[src/rtl/mcp4921_dac.sv]
// Write-only SPI (mode 0) master for the MCP4921 12-bit DAC: one 16-bit frame per
// sample_clk rising edge, followed by an LDAC pulse so the analog output updates in step.
module mcp4921_dac #(
  parameter int CLKS_PER_HALF_BIT = 6,
  parameter bit BUF               = 1'b1,
  parameter bit GA_N              = 1'b1,
  parameter bit SHDN_N            = 1'b1
) (
  input  logic        clk,
  input  logic        reset,
  input  logic        sample_clk,
  input  logic [11:0] data_in,
  output logic        busy,
  output logic        dropped,
  output logic        SCK_PIN,
  output logic        MOSI_PIN,
  output logic        CS_PIN,
  output logic        LDAC_PIN
);

  localparam int CW = $clog2(CLKS_PER_HALF_BIT);
  localparam logic [CW-1:0] HALF_LAST = CW'(CLKS_PER_HALF_BIT - 1);

  typedef enum logic [2:0] {
    IDLE,
    CS_SETUP,
    SHIFT,
    CS_HOLD,
    CS_GAP,
    LDAC_PULSE
  } state_t;

  state_t        state, state_d;
  logic [CW-1:0] cnt, cnt_d;
  logic [3:0]    bit_idx, bit_d;
  logic [15:0]   word, word_d;
  logic          pending, pending_d;
  logic [11:0]   pend_data, pend_data_d;
  logic          last_sample_clk;
  logic          busy_d, dropped_d, sck_d, mosi_d, cs_d, ldac_d;
  logic          sample_edge, half_done, last_window;

  function automatic logic [15:0] make_word(input logic [11:0] d);
    return {1'b0, BUF, GA_N, SHDN_N, d};
  endfunction

  assign sample_edge = sample_clk & ~last_sample_clk;
  assign half_done   = (cnt == HALF_LAST);
  // The final LDAC cycle hands an incoming edge straight to the next frame.
  assign last_window = (state == LDAC_PULSE) && half_done;

  always_comb begin
    // NOTE: every variable gets a default first so no path leaves one unassigned (no latches).
    state_d     = state;
    cnt_d       = cnt;
    bit_d       = bit_idx;
    word_d      = word;
    pending_d   = pending;
    pend_data_d = pend_data;
    busy_d      = busy;
    dropped_d   = 1'b0;
    sck_d       = SCK_PIN;
    mosi_d      = MOSI_PIN;
    cs_d        = CS_PIN;
    ldac_d      = LDAC_PIN;

    if (state != IDLE) cnt_d = half_done ? '0 : cnt + 1'b1;

    if (sample_edge && busy && !last_window) begin
      pending_d   = 1'b1;
      pend_data_d = data_in;
      dropped_d   = pending;
    end

    case (state)
      IDLE: begin
        if (sample_edge) begin
          word_d  = make_word(data_in);
          cs_d    = 1'b0;
          busy_d  = 1'b1;
          mosi_d  = word_d[15];
          cnt_d   = '0;
          state_d = CS_SETUP;
        end
      end
      CS_SETUP: begin
        if (half_done) begin
          bit_d   = 4'd15;
          state_d = SHIFT;
        end
      end
      SHIFT: begin
        if (half_done) begin
          if (!SCK_PIN) begin
            sck_d = 1'b1;
          end else begin
            sck_d = 1'b0;
            if (bit_idx == 4'd0) begin
              state_d = CS_HOLD;
            end else begin
              bit_d  = bit_idx - 4'd1;
              mosi_d = word[bit_d];
            end
          end
        end
      end
      CS_HOLD: begin
        if (half_done) begin
          cs_d    = 1'b1;
          mosi_d  = 1'b0;
          state_d = CS_GAP;
        end
      end
      CS_GAP: begin
        if (half_done) begin
          ldac_d  = 1'b0;
          state_d = LDAC_PULSE;
        end
      end
      LDAC_PULSE: begin
        if (half_done) begin
          ldac_d = 1'b1;
          if (sample_edge || pending) begin
            word_d    = sample_edge ? make_word(data_in) : make_word(pend_data);
            dropped_d = sample_edge && pending;
            pending_d = 1'b0;
            cs_d      = 1'b0;
            mosi_d    = word_d[15];
            state_d   = CS_SETUP;
          end else begin
            busy_d  = 1'b0;
            state_d = IDLE;
          end
        end
      end
      default: state_d = IDLE;
    endcase
  end

  always_ff @(posedge clk) begin
    // NOTE: sequential state uses non-blocking assignments so all registers update together.
    if (reset) begin
      state           <= IDLE;
      cnt             <= '0;
      bit_idx         <= 4'd0;
      word            <= 16'h0000;
      pending         <= 1'b0;
      pend_data       <= 12'h000;
      last_sample_clk <= 1'b1;
      busy            <= 1'b0;
      dropped         <= 1'b0;
      SCK_PIN         <= 1'b0;
      MOSI_PIN        <= 1'b0;
      CS_PIN          <= 1'b1;
      LDAC_PIN        <= 1'b1;
    end else begin
      state           <= state_d;
      cnt             <= cnt_d;
      bit_idx         <= bit_d;
      word            <= word_d;
      pending         <= pending_d;
      pend_data       <= pend_data_d;
      last_sample_clk <= sample_clk;
      busy            <= busy_d;
      dropped         <= dropped_d;
      SCK_PIN         <= sck_d;
      MOSI_PIN        <= mosi_d;
      CS_PIN          <= cs_d;
      LDAC_PIN        <= ldac_d;
    end
  end

endmodule

[config.mk]
export PLATFORM = sky130hd
export DESIGN_NAME = mcp4921_dac
export DESIGN_NICKNAME = d
export VERILOG_FILES = /design/src/rtl/mcp4921_dac.sv
export SDC_FILE = /design/constraint.sdc
export NUM_CORES = 1
export LEC_CHECK = 0
export CAP_MARGIN = 20
export CORE_MARGIN = 2
export CORE_UTILIZATION = 59
export CTS_BUF_LIST = sky130_fd_sc_hd__clkbuf_8
export CTS_CLUSTER_DIAMETER = 40
export DETAILED_ROUTE_END_ITERATION = 8
export GPL_ROUTABILITY_DRIVEN = 1
export PLACE_DENSITY = 0.82
export REMOVE_ABC_BUFFERS = 1
export SLEW_MARGIN = 10
export SYNTH_ARGS = -nofsm -noshare
export SYNTH_HDL_FRONTEND = slang
export SYNTH_SLANG_ARGS = --single-unit
[constraint.sdc]
create_clock -name clk -period 2.1 [get_ports clk]
set_clock_uncertainty 0.05 [all_clocks]
set_input_delay 0.42 -clock clk [delete_from_list [all_inputs] [get_ports clk]]
set_output_delay 0.42 -clock clk [all_outputs]
set_load 0.005 [all_outputs]
==> results.py <==
metrics = {
    "cells_and_area": {
        "layout_commonest_cell": "dfxtp_1",
        "nets": 281,
        "fillerInstances": 272,
        "final_layout_size_suffix_gt1_share_pct": 12.45,
        "final_cell_count_no_fill": 311,
        "regArea_sq_um": 860.8,
        "multi_input_area_sq_um": 1162,
        "finalInstanceArea_sq_um": 2509,
        "area_delta_synth_final_pct": 15.96,
        "final_cell_mix": "dfxtp_1, nand2_1, nor2_1",
        "n_antenna_cell": 0,
    },
    "setup_path": {
        "critPathCaptureType": "register",
        "crit_chain": "clkdlybuf4s50_1 > nand2b_1 > and3_1 > mux2i_1 > a211oi_1",
        "path_depth": 5,
        "r2r.worst_path.cells": 7,
        "cp_top_family": "simple AND/OR/NAND/NOR gates",
        "startpoint_type": "input pin",
        "cp.required_ns": 2.26,
        "arrival_ns": 2.06,
        "worstSetupPathType": "in2reg",
        "crit_fanout": 12,
        "cp_slowest_cell": "and3_1",
        "max_stage_delay_ns": 0.64,
        "cp_num_buf_inv": 1,
    },
    "timing": {
        "period_minus_slack_ns": 1.899,
        "rsz0062_at_grt": "no",
        "finalSetupViolCount": 0,
        "tightest_slew_ns": 0.7345,
        "max_freq_mhz": 526.6,
        "slew_viol_final": 0,
        "finalHoldViolCount": 0,
        "setup_tns_ns": 0,
        "layout_setup_ws_ns": 0.2010,
        "max_slew_margin_pct": 51.04,
        "post-route-period-util_pct": 90.43,
    },
    "min_path": {
        "hold_class": "reg2reg",
        "min_path_cells": 2,
    },
    "cts": {
        "cts_setup_buffers": 0,
        "cts_buffers": 5,
        "clkLatencyLatePin_ns": 0.29,
        "htree_levels": 2,
        "cts_resized": 0,
        "cts_tree": "built",
        "cts_root_buf": "clkbuf_8",
        "clkSinkCount": 43,
        "clock_path_buffers": 2,
        "cts_hold_buf": 0,
        "cts.reportedPaths.clkPinSlew_ns": 0.08,
    },
    "synthesis": {
        "yosys_register_bits": 43,
        "synth_edf_count": 0,
        "synth_cell_types": 49,
        "async_reset_ff_share_pct": 0,
        "synth_flop_cell": "dfxtp_1",
        "synth_area_sq_um": 2163,
        "syn_area_per_cell_sq_um": 8.794,
        "synth_top_area_share_pct": 39.79,
        "synth.largest_area_cell": "dfxtp_1",
        "ys_top_cells_by_area": "dfxtp_1, mux2i_1, nand2_1",
        "seq_area_frac_synth_pct": 39.79,
        "synth_cells": 246,
        "yosys_warnings": 0,
    },
    "power": {
        "leakagePower_uw": 0.0008406,
        "ir_worst_vdd_uv": 458.6,
        "p_per_area_nw_per_um2": 618.9,
        "p_comb_share_pct": 12.2,
        "internal-power_uw": 1162,
        "switching_power_uw": 390.5,
        "power.total_uw": 1553,
        "clkPwrFrac_pct": 32.4,
        "power.share.sequential_pct": 55.4,
        "p_sw_share_pct": 25.15,
    },
    "detailed_routing": {
        "drt-wirelength-per-cell_microns": 13.68,
        "ant_nets": 0,
        "routed_via_density": 5.756,
        "drt_iter0_markers": 159,
        "first_pass_iters": 5,
        "postRouteWirelength_mm": 4.256,
        "vias": 1790,
        "drc": 0,
    },
    "global_route": {
        "grt_pass1_vias": 1640,
        "grt_pass1_wl_mm": 7.445,
        "grt_max_degree": 45,
        "antenna_found_initial": 0,
        "gr-usage-all-layers_pct": 23.01,
        "grt_overflow": 0,
    },
    "floorplan": {
        "fp.coreArea_sq_um": 3416,
        "fp-row-count": 21,
        "initial_utilization_pct": 63.33,
        "pin_count": 21,
        "die_area_sq_um": 4167,
        "die_x_microns": 64.55,
        "die_height_microns": 64.55,
    },
    "placement": {
        "port_buffers": 20,
        "hpwlAfterDp_mm": 2.904,
        "placed_cells": 303,
        "post_dp_cell_area_sq_um": 2424,
        "gp_congestion": 0.8437,
        "pre_cts_slack_ns": -0.1085,
    },
    "run": {
        "max_cap_violations": 0,
    },
    "status": {
        "status": "completed",
    },
}
## power groups by stage
stage                     sequential, uW  clock [uW]  combinational [uW]
final                                860         504                 189
after global routing                 864         562                 210
after CTS                            859         522                 188
after detailed placement             879           0                 187
after global placement               878           0                 182
after floorplan                      886           0                90.4
## synth_stat cells (2+ instances only)
cell type and n:
dfxtp_1 43, nand2_1 34, nor2_1 26, a21oi_1 20, mux2i_1 15, a211oi_1 12, buf_2 10, nand3_1 7
inv_1 6, nor3_1 6, clkbuf_1 5, o21ai_0 4, and3_1 3, buf_6 3, mux4_2 3, nand2b_1 3
xor2_1 3, a211o_1 2, a32oi_1 2, buf_4 2, ha_1 2, nand3b_1 2, nor3b_1 2, nor4_1 2
nor4b_1 2, o21ai_1 2, o21bai_1 2, or2_2 2
## area by class of cell
type	instances	area share (%)
Clock buffer	5	2.743
Clock inverter	3	0.6484
Inverter	6	0.8978
Multi-Input combinational cell	177	46.33
Sequential cell	43	34.31
Tap cell	46	2.294
Timing Repair Buffer	31	12.77
## per-layer routing
layer	track usage (%)	wire length (microns)	up-vias
met3	7.465	232	9
met2	35.16	1991	56
li1	-	-	893
met5	0	0	-
met1	30.05	1965	832
met4	9.309	68	0
## logic make-up after synthesis
family                     count (synthesis)  share of synthesized area (%)
and+or+nand+nor                          100                          23.25
AOI/OAI and AO/OA                         52                          17.12
DFF                                       43                          39.79
buffers and inverters                     26                          6.478
muxes                                     19                          10.58
xor gates and xnor gates                   4                          1.620
adders and majority gates                  2                          1.157
## sequential cells by signal, summed over array words and instances (netlist names)
signal           flops
CS_PIN               1
LDAC_PIN             1
MOSI_PIN             1
SCK_PIN              1
bit_idx              4
busy                 1
cnt                  3
dropped              1
last_sample_clk      1
pend_data           12
pending              1
state                3
word                13
## worst register-to-register path, cell delays in order, from the launching register on
cell and delay, ns:
dfxtp_1 0.43, inv_1 0.09, ha_1 0.20, or3b_1 0.22
nand4b_1 0.12, a211oi_2 0.36, a21oi_1 0.11, nor3_1 0.19
## metrics by stage
step | hold WS (ns) | utilization, %
after floorplan | 0.3800 | -
after global placement | 0.3926 | 70.95
after detailed placement | 0.3966 | 70.95
after CTS | 0.4078 | 73.44
after global routing | 0.4219 | 73.44
final | 0.4087 | 73.44
## final timing paths
| kind | end | startpoint | slack [ns] |
|---|---|---|---|
| max | word[6] | sample_clk | 0.20 |
| min reg2reg | pend_data[5] | pend_data[5] | 0.41 |
| min | pend_data[5] | pend_data[5] | 0.41 |
| max reg2reg | bit_idx[2] | bit_idx[1] | 0.25 |
Note: power is estimated with default switching activity, not from simulation.
==> RTL change: new RTL, config.mk and constraints unchanged <==
Set the parameter `SHDN_N` to 1'b0 (it was 1'b1).
--- a/src/rtl/mcp4921_dac.sv
+++ b/src/rtl/mcp4921_dac.sv
@@ -6,3 +6,3 @@
   parameter bit GA_N              = 1'b1,
-  parameter bit SHDN_N            = 1'b1
+  parameter bit SHDN_N            = 1'b0
 ) (
Formal check against the unedited RTL: same outputs for any inputs over 10 cycles, from zero or initial values and one cycle with reset high; that may be too few to reach the edited logic, so the function may still have changed.
==> RTL change against the original RTL <==
- via count down 5.3%
- sequential cell count unchanged
- utilization up 0.053 points
- setup slack better by 0.032 ns
- power down 0.76%
- combinational power down 30%
- final area down 0.70%
- sequential power down 1%
- wire length down 6.8%
- area after synthesis down 2.5%
==> RTL change: results (changes against the original RTL) <==
Route
  • Vias per inst: 5.65 (-1.8%)
  • WL/cell: 13.2 um (-3.4%)
  • 1st-pass router iterations: 4 (-1)

Placed design
  • Final HPWL DP: 2.78 mm (-4.3%)
  • GPL Wtd Cong: 0.863 (+2.3%)
  • Post-Place Worst Slack: 0.0110 ns (+0.119 ns)
  • Placed Area: 0.00239 mm^2 (-1.5%)

Layout
  • Multi-input gate area: 0.00115 mm^2 (-1.2%)
  • Fin cells: 300 (-3.5%)
  • Filler Cell Count: 237 (-13%)
  • Share of cells above drive strength 1: 15.0% (+2.5 points)

Power and ir drop
  • Power per Cell Area: 618 mW/mm^2 (about the same)
  • Peak supply drop: 543 uV (+18%)
  • Seq group: 0.851 mW (-1%)
  • NetSw: 0.368 mW (-5.9%)
  • P_leak: 0.806 nW (-4.1%)

Synth
  • Top cells by count, synth: 43 x dfxtp_1, 33 x nand2_1, 31 x nor2_1, 19 x a21oi_1, 13 x mux2i_1
  • Synthesized area per cell: 9.05 um^2 (+3.0%)
  • Largest cells by area after synthesis: dfxtp_1 41%, mux2i_1 6.2%, nand2_1 5.9%, nor2_1 5.5%, a21oi_1 4.5%
  • Distinct cells, synth: 48 (-2.0%)
  • Sequential share of the synthesized area: 40.8% (+1.0 points)

Setup path
  • Slowest CP cell: dfxtp_1
  • Reg-to-Reg End: word[1]$_SDFFE_PP0P_
  • CP peak stage delay: 0.61 ns (-0.03 ns)
  • Crit. Startpoint: state[2]$_SDFFE_PP0P_
  • R2R setup slack: 0.23 ns (-0.02 ns)
  • CP Data Arrival Time: 2.03 ns (-0.03 ns)
  • Crit-path max FO: 25 (+13)
  • Top delay family on crit path: flip-flops

Outcome
  • Status: finished, final reports clean

Min path
  • Hold wc startpoint: pend_data[1]$_SDFFE_PP0P_

GRT
  • GRT Overall Usage: 21.4% (-1.6 points)
  • Vias in the first global route: 1549 (-5.5%)
  • First-pass GRT wire length: 6.84 mm (-8.1%)

Timing
  • Worst-Margin Slew: 0.533 ns (-0.201 ns)
  • Fin crit share: 88.9% (-1.5 points)
  • Min Hold Slack: 0.406 ns (-0.00270 ns)
## RTL change: area by class of cell
class / instances / share of cell area (%)
repair buffers: 29 / 12.8
clock buffers: 6 / 3.31
flip-flops and latches: 43 / 34.6
clock inverters: 2 / 0.653
inverters: 2 / 0.301
multi-input cells: 172 / 46.1
well taps: 46 / 2.31
## RTL change: kinds of logic after synthesis
family	Yosys count	synth area share, %
flops	43	40.8
compound gates	53	18.4
fa+ha+maj	2	1.19
simple gates	96	23.1
xor+xnor	5	2.08
buf+inv	18	4.98
mux	16	9.37
## RTL change: routing by layer
layer	track usage, %	part of all wire [%]	vias up	wire length (um)
met3	5.99	4.4	6	175
met5	0	0	-	0
li1	-	-	872	-
met2	32.6	48	35	1900
met1	28.7	46	782	1830
met4	8.97	1.4	0	55
## RTL change: what timing repair did
item / CTS / global route
resized for setup: 0 / 1
setup endpoints to repair: 0 / 3
endpoints found under the hold margin: 0 / 0
setup buffers: 0 / 0
